## config.mk

```make
export PLATFORM = sky130hd
export DESIGN_NAME = arith_dispatcher_flat
export DESIGN_NICKNAME = d
export VERILOG_FILES = /design/src/rtl/arith_dispatcher_pkg.sv /design/src/rtl/arith_dispatcher_if.sv /design/src/rtl/arith_dispatcher_operand_resolver.sv /design/src/rtl/arith_dispatcher.sv /design/src/flat_wrapper.sv
export SDC_FILE = /design/constraint.sdc
export NUM_CORES = 1
export LEC_CHECK = 0
export BUFFER_PORTS_ARGS = -buffer_cell sky130_fd_sc_hd__buf_2
export CORE_AREA = 8 8 203 205
export DETAILED_ROUTE_END_ITERATION = 8
export DIE_AREA = 0 0 211 213
export GPL_TIMING_DRIVEN = 0
export PLACE_DENSITY = 0.7
export REMOVE_ABC_BUFFERS = 1
export SYNTH_ARGS = -nofsm -noshare
export SYNTH_HDL_FRONTEND = slang
export SYNTH_SLANG_ARGS = --single-unit
```

## constraint.sdc

```tcl
create_clock -name clk -period 12.41 [get_ports clk]
set_input_delay 1.241 -clock clk [delete_from_list [all_inputs] [get_ports clk]]
set_output_delay 1.241 -clock clk [all_outputs]
set_load 0.03 [all_outputs]
```

## src/rtl/arith_dispatcher_pkg.sv

```systemverilog
// Shared constants, FSM state and hold-entry layout for the arithmetic dispatcher.
package arith_dispatcher_pkg;
  localparam int ROB_ID_W = 5;
  localparam int DATA_W   = 32;
  localparam int OPENUM_W = 6;
  localparam int REG_W    = 5;

  localparam logic [ROB_ID_W-1:0] ZERO_ROB   = '0;
  localparam logic [OPENUM_W-1:0] OPENUM_NOP = '0;
  localparam logic                TRUE       = 1'b1;
  localparam logic                FALSE      = 1'b0;

  typedef enum logic {EMPTY, HOLD} state_t;

  typedef struct packed {
    logic [OPENUM_W-1:0] openum;
    logic [REG_W-1:0]    rd;
    logic [ROB_ID_W-1:0] q1;
    logic [ROB_ID_W-1:0] q2;
    logic [DATA_W-1:0]   v1;
    logic [DATA_W-1:0]   v2;
    logic [DATA_W-1:0]   pc;
    logic [DATA_W-1:0]   imm;
  } hold_t;

  function automatic logic cdb_hit(input logic valid, input logic [ROB_ID_W-1:0] id,
                                   input logic [ROB_ID_W-1:0] q);
    return valid && (q != ZERO_ROB) && (id == q);
  endfunction
endpackage

```

## src/rtl/arith_dispatcher_if.sv

```systemverilog
// Decoder, regfile, ROB, CDB and RS signals seen by the arithmetic dispatcher.
interface arith_dispatcher_if;
  import arith_dispatcher_pkg::*;

  logic                dec_valid, dec_ready;
  logic [OPENUM_W-1:0] dec_openum;
  logic [REG_W-1:0]    dec_rd, dec_rs1, dec_rs2;
  logic                dec_use_rs1, dec_use_rs2;
  logic [DATA_W-1:0]   dec_imm, dec_pc;
  logic [REG_W-1:0]    rf_rs1_idx, rf_rs2_idx;
  logic [ROB_ID_W-1:0] rf_q1, rf_q2;
  logic [DATA_W-1:0]   rf_v1, rf_v2;
  logic [ROB_ID_W-1:0] rob_q1_idx, rob_q2_idx;
  logic                rob_q1_ready, rob_q2_ready;
  logic [DATA_W-1:0]   rob_q1_value, rob_q2_value;
  logic                rob_full;
  logic [ROB_ID_W-1:0] rob_free_id;
  logic                rob_alloc_en;
  logic [REG_W-1:0]    rob_alloc_rd;
  logic [DATA_W-1:0]   rob_alloc_pc;
  logic                rf_rename_en;
  logic [REG_W-1:0]    rf_rename_rd;
  logic [ROB_ID_W-1:0] rf_rename_id;
  logic                cdb_a_valid, cdb_ls_valid;
  logic [ROB_ID_W-1:0] cdb_a_id, cdb_ls_id;
  logic [DATA_W-1:0]   cdb_a_value, cdb_ls_value;
  logic                rs_full, rs_enable;
  logic [OPENUM_W-1:0] rs_openum;
  logic [ROB_ID_W-1:0] rs_q1, rs_q2, rs_rob_id;
  logic [DATA_W-1:0]   rs_v1, rs_v2, rs_pc, rs_imm;

  modport master (
    input  dec_valid, dec_openum, dec_rd, dec_rs1, dec_rs2, dec_use_rs1, dec_use_rs2,
           dec_imm, dec_pc, rf_q1, rf_q2, rf_v1, rf_v2, rob_q1_ready, rob_q2_ready,
           rob_q1_value, rob_q2_value, rob_full, rob_free_id, cdb_a_valid, cdb_ls_valid,
           cdb_a_id, cdb_ls_id, cdb_a_value, cdb_ls_value, rs_full,
    output dec_ready, rf_rs1_idx, rf_rs2_idx, rob_q1_idx, rob_q2_idx, rob_alloc_en,
           rob_alloc_rd, rob_alloc_pc, rf_rename_en, rf_rename_rd, rf_rename_id,
           rs_enable, rs_openum, rs_q1, rs_q2, rs_v1, rs_v2, rs_pc, rs_imm, rs_rob_id
  );

  modport slave (
    output dec_valid, dec_openum, dec_rd, dec_rs1, dec_rs2, dec_use_rs1, dec_use_rs2,
           dec_imm, dec_pc, rf_q1, rf_q2, rf_v1, rf_v2, rob_q1_ready, rob_q2_ready,
           rob_q1_value, rob_q2_value, rob_full, rob_free_id, cdb_a_valid, cdb_ls_valid,
           cdb_a_id, cdb_ls_id, cdb_a_value, cdb_ls_value, rs_full,
    input  dec_ready, rf_rs1_idx, rf_rs2_idx, rob_q1_idx, rob_q2_idx, rob_alloc_en,
           rob_alloc_rd, rob_alloc_pc, rf_rename_en, rf_rename_rd, rf_rename_id,
           rs_enable, rs_openum, rs_q1, rs_q2, rs_v1, rs_v2, rs_pc, rs_imm, rs_rob_id
  );
endinterface

```

## src/rtl/arith_dispatcher_operand_resolver.sv

```systemverilog
// Resolves one operand to a (tag, value) pair: regfile, then CDBs, then ROB, else keep tag.
module arith_dispatcher_operand_resolver
  import arith_dispatcher_pkg::*;
(
  input  logic                i_use,
  input  logic [ROB_ID_W-1:0] i_rf_q,
  input  logic [DATA_W-1:0]   i_rf_v,
  input  logic                i_cdb_a_valid,
  input  logic [ROB_ID_W-1:0] i_cdb_a_id,
  input  logic [DATA_W-1:0]   i_cdb_a_value,
  input  logic                i_cdb_ls_valid,
  input  logic [ROB_ID_W-1:0] i_cdb_ls_id,
  input  logic [DATA_W-1:0]   i_cdb_ls_value,
  input  logic                i_rob_ready,
  input  logic [DATA_W-1:0]   i_rob_value,
  output logic [ROB_ID_W-1:0] o_q,
  output logic [DATA_W-1:0]   o_v
);
  // NOTE: both outputs get a default before any branch so no latch can be inferred.
  always_comb begin
    o_q = i_rf_q;
    o_v = '0;
    if (!i_use) begin
      o_q = ZERO_ROB;
    end else if (i_rf_q == ZERO_ROB) begin
      o_v = i_rf_v;
    end else if (cdb_hit(i_cdb_a_valid, i_cdb_a_id, i_rf_q)) begin
      o_q = ZERO_ROB;
      o_v = i_cdb_a_value;
    end else if (cdb_hit(i_cdb_ls_valid, i_cdb_ls_id, i_rf_q)) begin
      o_q = ZERO_ROB;
      o_v = i_cdb_ls_value;
    end else if (i_rob_ready) begin
      o_q = ZERO_ROB;
      o_v = i_rob_value;
    end
  end
endmodule

```

## src/rtl/arith_dispatcher.sv

```systemverilog
// One-entry hold register between the decoder and the arithmetic RS; resolves operands,
// allocates the ROB id and renames rd on dispatch.
module arith_dispatcher
  import arith_dispatcher_pkg::*;
(
  input  logic               clk,
  input  logic               rst,
  input  logic               rdy,
  input  logic               misbranch_flag,
  arith_dispatcher_if.master bus
);
  state_t              r_state, w_state_nxt;
  hold_t               r_hold, r_rs;
  logic [ROB_ID_W-1:0] r_rob_id;
  logic                r_rs_enable, r_rename_en;
  logic                w_capture, w_dispatch, w_holding;
  logic [ROB_ID_W-1:0] w_q1, w_q2;
  logic [DATA_W-1:0]   w_v1, w_v2;

  assign w_holding = (r_state == HOLD);

  // In HOLD the resolvers re-snoop the held tags; otherwise they resolve the decoder's operands.
  arith_dispatcher_operand_resolver u_res1 (
    .i_use(w_holding || bus.dec_use_rs1),
    .i_rf_q(w_holding ? r_hold.q1 : bus.rf_q1), .i_rf_v(w_holding ? r_hold.v1 : bus.rf_v1),
    .i_cdb_a_valid(bus.cdb_a_valid), .i_cdb_a_id(bus.cdb_a_id), .i_cdb_a_value(bus.cdb_a_value),
    .i_cdb_ls_valid(bus.cdb_ls_valid), .i_cdb_ls_id(bus.cdb_ls_id),
    .i_cdb_ls_value(bus.cdb_ls_value),
    .i_rob_ready(bus.rob_q1_ready), .i_rob_value(bus.rob_q1_value), .o_q(w_q1), .o_v(w_v1)
  );

  arith_dispatcher_operand_resolver u_res2 (
    .i_use(w_holding || bus.dec_use_rs2),
    .i_rf_q(w_holding ? r_hold.q2 : bus.rf_q2), .i_rf_v(w_holding ? r_hold.v2 : bus.rf_v2),
    .i_cdb_a_valid(bus.cdb_a_valid), .i_cdb_a_id(bus.cdb_a_id), .i_cdb_a_value(bus.cdb_a_value),
    .i_cdb_ls_valid(bus.cdb_ls_valid), .i_cdb_ls_id(bus.cdb_ls_id),
    .i_cdb_ls_value(bus.cdb_ls_value),
    .i_rob_ready(bus.rob_q2_ready), .i_rob_value(bus.rob_q2_value), .o_q(w_q2), .o_v(w_v2)
  );

  assign bus.rf_rs1_idx = bus.dec_rs1;
  assign bus.rf_rs2_idx = bus.dec_rs2;
  assign bus.rob_q1_idx = w_holding ? r_hold.q1 : (bus.dec_use_rs1 ? bus.rf_q1 : ZERO_ROB);
  assign bus.rob_q2_idx = w_holding ? r_hold.q2 : (bus.dec_use_rs2 ? bus.rf_q2 : ZERO_ROB);

  always_ff @(posedge clk or posedge rst) begin
    if (rst)      r_state <= EMPTY;
    else if (rdy) r_state <= w_state_nxt;
  end

  always_comb begin
    w_state_nxt   = r_state;
    w_capture     = FALSE;
    w_dispatch    = FALSE;
    bus.dec_ready = (r_state == EMPTY) && !misbranch_flag;
    if (misbranch_flag) begin
      w_state_nxt = EMPTY;
    end else begin
      case (r_state)
        EMPTY: if (bus.dec_valid) begin
          w_capture   = TRUE;
          w_state_nxt = HOLD;
        end
        // rs_full lags one RS write, so a pulse in flight blocks the next dispatch.
        HOLD: if (!bus.rs_full && !bus.rob_full && !r_rs_enable) begin
          w_dispatch  = TRUE;
          w_state_nxt = EMPTY;
        end
        default: w_state_nxt = EMPTY;
      endcase
    end
  end

  // NOTE: state is updated with non-blocking assignments so every flop samples pre-edge values.
  always_ff @(posedge clk or posedge rst) begin
    if (rst) begin
      r_hold      <= '0;
      r_rs        <= '0;
      r_rob_id    <= ZERO_ROB;
      r_rs_enable <= FALSE;
      r_rename_en <= FALSE;
    end else if (rdy) begin
      r_rs_enable <= w_dispatch;
      r_rename_en <= w_dispatch && (r_hold.rd != '0);
      if (w_capture) begin
        r_hold <= '{openum: bus.dec_openum, rd: bus.dec_rd, q1: w_q1, q2: w_q2,
                    v1: w_v1, v2: w_v2, pc: bus.dec_pc, imm: bus.dec_imm};
      end else if (w_holding) begin
        r_hold.q1 <= w_q1;
        r_hold.v1 <= w_v1;
        r_hold.q2 <= w_q2;
        r_hold.v2 <= w_v2;
      end
      if (w_dispatch) begin
        r_rs <= '{openum: r_hold.openum, rd: r_hold.rd, q1: w_q1, q2: w_q2,
                  v1: w_v1, v2: w_v2, pc: r_hold.pc, imm: r_hold.imm};
        r_rob_id <= bus.rob_free_id;
      end
    end
  end

  assign bus.rs_enable    = r_rs_enable;
  assign bus.rob_alloc_en = r_rs_enable;
  assign bus.rob_alloc_rd = r_rs.rd;
  assign bus.rob_alloc_pc = r_rs.pc;
  assign bus.rf_rename_en = r_rename_en;
  assign bus.rf_rename_rd = r_rs.rd;
  assign bus.rf_rename_id = r_rob_id;
  assign bus.rs_openum    = r_rs.openum;
  assign bus.rs_q1        = r_rs.q1;
  assign bus.rs_q2        = r_rs.q2;
  assign bus.rs_v1        = r_rs.v1;
  assign bus.rs_v2        = r_rs.v2;
  assign bus.rs_pc        = r_rs.pc;
  assign bus.rs_imm       = r_rs.imm;
  assign bus.rs_rob_id    = r_rob_id;
endmodule

```

## src/flat_wrapper.sv

```systemverilog
// flat-port wrapper written by rule: the top's interface ports become plain ports
module arith_dispatcher_flat import arith_dispatcher_pkg::*;
  (clk, rst, rdy, misbranch_flag, bus_dec_valid, bus_dec_openum, bus_dec_rd, bus_dec_rs1, bus_dec_rs2, bus_dec_use_rs1, bus_dec_use_rs2, bus_dec_imm, bus_dec_pc, bus_rf_q1, bus_rf_q2, bus_rf_v1, bus_rf_v2, bus_rob_q1_ready, bus_rob_q2_ready, bus_rob_q1_value, bus_rob_q2_value, bus_rob_full, bus_rob_free_id, bus_cdb_a_valid, bus_cdb_ls_valid, bus_cdb_a_id, bus_cdb_ls_id, bus_cdb_a_value, bus_cdb_ls_value, bus_rs_full, bus_dec_ready, bus_rf_rs1_idx, bus_rf_rs2_idx, bus_rob_q1_idx, bus_rob_q2_idx, bus_rob_alloc_en, bus_rob_alloc_rd, bus_rob_alloc_pc, bus_rf_rename_en, bus_rf_rename_rd, bus_rf_rename_id, bus_rs_enable, bus_rs_openum, bus_rs_q1, bus_rs_q2, bus_rs_v1, bus_rs_v2, bus_rs_pc, bus_rs_imm, bus_rs_rob_id);
  arith_dispatcher_if bus_i ();
  input  logic clk;
  input  logic rst;
  input  logic rdy;
  input  logic misbranch_flag;
  input wire logic [$bits(bus_i.dec_valid)-1:0] bus_dec_valid;
  input wire logic [$bits(bus_i.dec_openum)-1:0] bus_dec_openum;
  input wire logic [$bits(bus_i.dec_rd)-1:0] bus_dec_rd;
  input wire logic [$bits(bus_i.dec_rs1)-1:0] bus_dec_rs1;
  input wire logic [$bits(bus_i.dec_rs2)-1:0] bus_dec_rs2;
  input wire logic [$bits(bus_i.dec_use_rs1)-1:0] bus_dec_use_rs1;
  input wire logic [$bits(bus_i.dec_use_rs2)-1:0] bus_dec_use_rs2;
  input wire logic [$bits(bus_i.dec_imm)-1:0] bus_dec_imm;
  input wire logic [$bits(bus_i.dec_pc)-1:0] bus_dec_pc;
  input wire logic [$bits(bus_i.rf_q1)-1:0] bus_rf_q1;
  input wire logic [$bits(bus_i.rf_q2)-1:0] bus_rf_q2;
  input wire logic [$bits(bus_i.rf_v1)-1:0] bus_rf_v1;
  input wire logic [$bits(bus_i.rf_v2)-1:0] bus_rf_v2;
  input wire logic [$bits(bus_i.rob_q1_ready)-1:0] bus_rob_q1_ready;
  input wire logic [$bits(bus_i.rob_q2_ready)-1:0] bus_rob_q2_ready;
  input wire logic [$bits(bus_i.rob_q1_value)-1:0] bus_rob_q1_value;
  input wire logic [$bits(bus_i.rob_q2_value)-1:0] bus_rob_q2_value;
  input wire logic [$bits(bus_i.rob_full)-1:0] bus_rob_full;
  input wire logic [$bits(bus_i.rob_free_id)-1:0] bus_rob_free_id;
  input wire logic [$bits(bus_i.cdb_a_valid)-1:0] bus_cdb_a_valid;
  input wire logic [$bits(bus_i.cdb_ls_valid)-1:0] bus_cdb_ls_valid;
  input wire logic [$bits(bus_i.cdb_a_id)-1:0] bus_cdb_a_id;
  input wire logic [$bits(bus_i.cdb_ls_id)-1:0] bus_cdb_ls_id;
  input wire logic [$bits(bus_i.cdb_a_value)-1:0] bus_cdb_a_value;
  input wire logic [$bits(bus_i.cdb_ls_value)-1:0] bus_cdb_ls_value;
  input wire logic [$bits(bus_i.rs_full)-1:0] bus_rs_full;
  output wire logic [$bits(bus_i.dec_ready)-1:0] bus_dec_ready;
  output wire logic [$bits(bus_i.rf_rs1_idx)-1:0] bus_rf_rs1_idx;
  output wire logic [$bits(bus_i.rf_rs2_idx)-1:0] bus_rf_rs2_idx;
  output wire logic [$bits(bus_i.rob_q1_idx)-1:0] bus_rob_q1_idx;
  output wire logic [$bits(bus_i.rob_q2_idx)-1:0] bus_rob_q2_idx;
  output wire logic [$bits(bus_i.rob_alloc_en)-1:0] bus_rob_alloc_en;
  output wire logic [$bits(bus_i.rob_alloc_rd)-1:0] bus_rob_alloc_rd;
  output wire logic [$bits(bus_i.rob_alloc_pc)-1:0] bus_rob_alloc_pc;
  output wire logic [$bits(bus_i.rf_rename_en)-1:0] bus_rf_rename_en;
  output wire logic [$bits(bus_i.rf_rename_rd)-1:0] bus_rf_rename_rd;
  output wire logic [$bits(bus_i.rf_rename_id)-1:0] bus_rf_rename_id;
  output wire logic [$bits(bus_i.rs_enable)-1:0] bus_rs_enable;
  output wire logic [$bits(bus_i.rs_openum)-1:0] bus_rs_openum;
  output wire logic [$bits(bus_i.rs_q1)-1:0] bus_rs_q1;
  output wire logic [$bits(bus_i.rs_q2)-1:0] bus_rs_q2;
  output wire logic [$bits(bus_i.rs_v1)-1:0] bus_rs_v1;
  output wire logic [$bits(bus_i.rs_v2)-1:0] bus_rs_v2;
  output wire logic [$bits(bus_i.rs_pc)-1:0] bus_rs_pc;
  output wire logic [$bits(bus_i.rs_imm)-1:0] bus_rs_imm;
  output wire logic [$bits(bus_i.rs_rob_id)-1:0] bus_rs_rob_id;
  assign bus_i.dec_valid = bus_dec_valid;
  assign bus_i.dec_openum = bus_dec_openum;
  assign bus_i.dec_rd = bus_dec_rd;
  assign bus_i.dec_rs1 = bus_dec_rs1;
  assign bus_i.dec_rs2 = bus_dec_rs2;
  assign bus_i.dec_use_rs1 = bus_dec_use_rs1;
  assign bus_i.dec_use_rs2 = bus_dec_use_rs2;
  assign bus_i.dec_imm = bus_dec_imm;
  assign bus_i.dec_pc = bus_dec_pc;
  assign bus_i.rf_q1 = bus_rf_q1;
  assign bus_i.rf_q2 = bus_rf_q2;
  assign bus_i.rf_v1 = bus_rf_v1;
  assign bus_i.rf_v2 = bus_rf_v2;
  assign bus_i.rob_q1_ready = bus_rob_q1_ready;
  assign bus_i.rob_q2_ready = bus_rob_q2_ready;
  assign bus_i.rob_q1_value = bus_rob_q1_value;
  assign bus_i.rob_q2_value = bus_rob_q2_value;
  assign bus_i.rob_full = bus_rob_full;
  assign bus_i.rob_free_id = bus_rob_free_id;
  assign bus_i.cdb_a_valid = bus_cdb_a_valid;
  assign bus_i.cdb_ls_valid = bus_cdb_ls_valid;
  assign bus_i.cdb_a_id = bus_cdb_a_id;
  assign bus_i.cdb_ls_id = bus_cdb_ls_id;
  assign bus_i.cdb_a_value = bus_cdb_a_value;
  assign bus_i.cdb_ls_value = bus_cdb_ls_value;
  assign bus_i.rs_full = bus_rs_full;
  assign bus_dec_ready = bus_i.dec_ready;
  assign bus_rf_rs1_idx = bus_i.rf_rs1_idx;
  assign bus_rf_rs2_idx = bus_i.rf_rs2_idx;
  assign bus_rob_q1_idx = bus_i.rob_q1_idx;
  assign bus_rob_q2_idx = bus_i.rob_q2_idx;
  assign bus_rob_alloc_en = bus_i.rob_alloc_en;
  assign bus_rob_alloc_rd = bus_i.rob_alloc_rd;
  assign bus_rob_alloc_pc = bus_i.rob_alloc_pc;
  assign bus_rf_rename_en = bus_i.rf_rename_en;
  assign bus_rf_rename_rd = bus_i.rf_rename_rd;
  assign bus_rf_rename_id = bus_i.rf_rename_id;
  assign bus_rs_enable = bus_i.rs_enable;
  assign bus_rs_openum = bus_i.rs_openum;
  assign bus_rs_q1 = bus_i.rs_q1;
  assign bus_rs_q2 = bus_i.rs_q2;
  assign bus_rs_v1 = bus_i.rs_v1;
  assign bus_rs_v2 = bus_i.rs_v2;
  assign bus_rs_pc = bus_i.rs_pc;
  assign bus_rs_imm = bus_i.rs_imm;
  assign bus_rs_rob_id = bus_i.rs_rob_id;
  arith_dispatcher u_core (.clk(clk), .rst(rst), .rdy(rdy), .misbranch_flag(misbranch_flag), .bus(bus_i));
endmodule
```

==> results.ini <==
[placed_design]
dpl.hpwl_um=44100
dpl_worst_slack_ns=8.21
placed_area_sq_mm=0.0191
gp_congestion=0.918
io_buffer_count=514

[detailed_routing]
drt_iter0_markers=1224
vias=15385
drt_pre_antenna_iters=8
totalWireLength_um=64100
wl_per_cell_um=24.6
routed-wl-met3_um=7230
met2_length_um=30600
vias_per_cell=5.92
drt-met1-wl_um=24200
topRoutingLayerUsed=met5
drc_errors=0
ant_nets=0

[floorplanning]
core_area_sq_mm=0.0381
io_pins=535
rows=72
fp.dieH_um=213
die_w_um=211
dieArea_sq_mm=0.0449
initial_core_util_pct=42.9

[min_path]
min_from=u_core.r_hold[53]
min_path_type=reg -> reg

[timing]
maxSlewHeadroom_pct=32.1
fin_crit_ns=4.13
hold_ws_ns=0.462
hold_violations=0
setup_slack_ns=8.28
finClkSkew_ns=0.0144
setup_viol=0
worst_pin_slew_ns=1.02
slew_viol_final=0
final.period_utilization_pct=33.3
rsz0062_at_grt=false
finalSetupTns_ns=0
fmax_mhz=242

[worst_setup_path]
crit_fanout=57
crit_type=reg -> reg
cp.required_ns=12.80
arrival_ns=4.51
critPathLaunchType=flop
cp-startpoint=u_core.r_state
crit_path_end_kind=flop
r2r-start=u_core.r_state

[status]
status=complete, no violations

[final_layout]
area_delta_synth_final_pct=24.5
design_area_sq_mm=0.0204
fillers=3415
regArea_sq_mm=0.00766
multi_input_area_sq_mm=0.00770
drive_gt1_share_pct=35.3
num-nets-final=2365

[grt]
grt_pass1_vias=15957
antenna_found_initial=16
grt_max_degree=113
grt_pass1_wl_um=95400
overflow=0
grt_use_total_pct=27.3

[logic_synthesis]
synthTopCellsByArea=dfrtp_1 47%, mux2_2 7.4%, nand2_1 6.8%
ys_ff_latch=306
synth-adder-area-share_pct=0
synth_largest_area_cell=dfrtp_1
ys.flop_type=dfrtp_1
synth_area_sq_mm=0.0164
synth_most_common_cell=dfrtp_1
synth_cell_types=53
synth_top_area_share_pct=46.8
synth_top_family_by_area=compound AO/OA/AOI/OAI gates
yosys.area_share.simple_pct=14.5
synth_edf_count=0
syn_area_per_cell_sq_um=9.79
synth_cells=1670
synth_mux_area_share_pct=14.0
yosys_warnings=0
synthTopCellsByCount=306 x dfrtp_1, 295 x nand2_1, 139 x nor2_1
synth_compound_area_share_pct=17.2
async_reset_ff_share_pct=100
ys_seq_area_share_pct=46.8
synth_xor_area_share_pct=1.02

[clock_network]
cts_buffers=35
clk_path_buf_depth=3
hold_buffers=0
cts_max_level=2
postCtsSetupRepairBufs=0
clk_pin_slew_ns=0.06
ctsResizeCount=0
cts_tree=done
root_buffer=clkbuf_16
cts.sinks=306
clock_latency_ns=0.54

[power]
finalPower_mw=4.07
ir_worst_vdd_uv=182
cellLeakagePower_nw=10.1
power.density_mw_per_mm2=200

[flow_run]
cap_viol_max_count=0

layout make-up:
class / count / area share [%]
Multi-Input combinational cell: 1165 / 37.8
Sequential cell: 306 / 37.6
Timing Repair Buffer: 534 / 14.9
Clock buffer: 44 / 4.87
Tap cell: 518 / 3.18
Clock inverter: 18 / 1.43
Inverter: 8 / 0.184
Antenna cell: 6 / 0.0737
worst paths after layout:
kind                                               end  slack (ns)  cells past startpoint
max                                 u_core.r_hold[111]        8.28                      8
max reg2reg                         u_core.r_hold[111]        8.28                      8
max in group asynchronous               u_core.r_state       10.10                      4
min                        u_core.bus.rob_alloc_pc[21]        0.46                      2
min reg2reg                u_core.bus.rob_alloc_pc[21]        0.46                      2
min in group asynchronous  u_core.bus.rob_alloc_pc[14]        0.86                      2
where the power goes:
| part | internal, mW | switching [mW] | total, mW |
|---|---|---|---|
| clock | 0.715 | 0.447 | 1.16 |
| sequential | 1.30 | 0.201 | 1.50 |
| combinational | 0.454 | 0.956 | 1.41 |
layer usage:
metal | global-route usage, % | vias to the layer above
li1 | - | 6743
met1 | 32.8 | 7529
met2 | 44.8 | 956
met3 | 9.70 | 139
met4 | 10.2 | 18
met5 | 0 | -
registers in the layout, indices dropped and copies added, names as in the netlist:
register,cells
u_core.bus.rf_rename_rd,5
u_core.bus.rs_v1,32
u_core.bus.rob_alloc_pc,32
u_core.bus.rs_v2,32
u_core.bus.rf_rename_id,5
u_core.bus.rs_q2,5
u_core.r_state,1
u_core.bus.rs_q1,5
u_core.bus.rf_rename_en,1
u_core.bus.rob_alloc_en,1
u_core.bus.rs_openum,6
u_core.bus.rs_imm,32
u_core.r_hold,149
through the flow:
stage	cells	utilization [%]
CTS	2593	53.4
finish	2599	53.4
detailed placement	2531	50.0
global placement	2511	48.6
global route	2595	53.4
floorplan	1479	-
placed cells by master, fill, tap and decap left out, types with 48 or more instances in the layout:
master	n
mux2_2	107
nor2_1	138
o21ai_0	75
nand2_1	290
a211oi_1	64
buf_2	514
dfrtp_1	305
o22ai_1	48
a221oi_1	64
o32ai_1	80
mux2i_1	104
and2_1	80
cell families after synthesis:
| group | count (synthesis) |
|---|---|
| DFF | 306 |
| AOI/OAI and AO/OA | 388 |
| muxes | 213 |
| and+or+nand+nor | 545 |
| xor gates and xnor gates | 19 |
| buffers and inverters | 199 |
worst max-delay path: stages (launching register included):
cell     delay (ns)
dfrtp_4        0.93
buf_16         0.37
mux2i_1        0.62
xnor2_1        0.19
nand4_1        0.09
or4_2          0.90
buf_12         0.30
mux2i_1        0.34
o32ai_1        0.14
(Power assumes the default switching activity.)
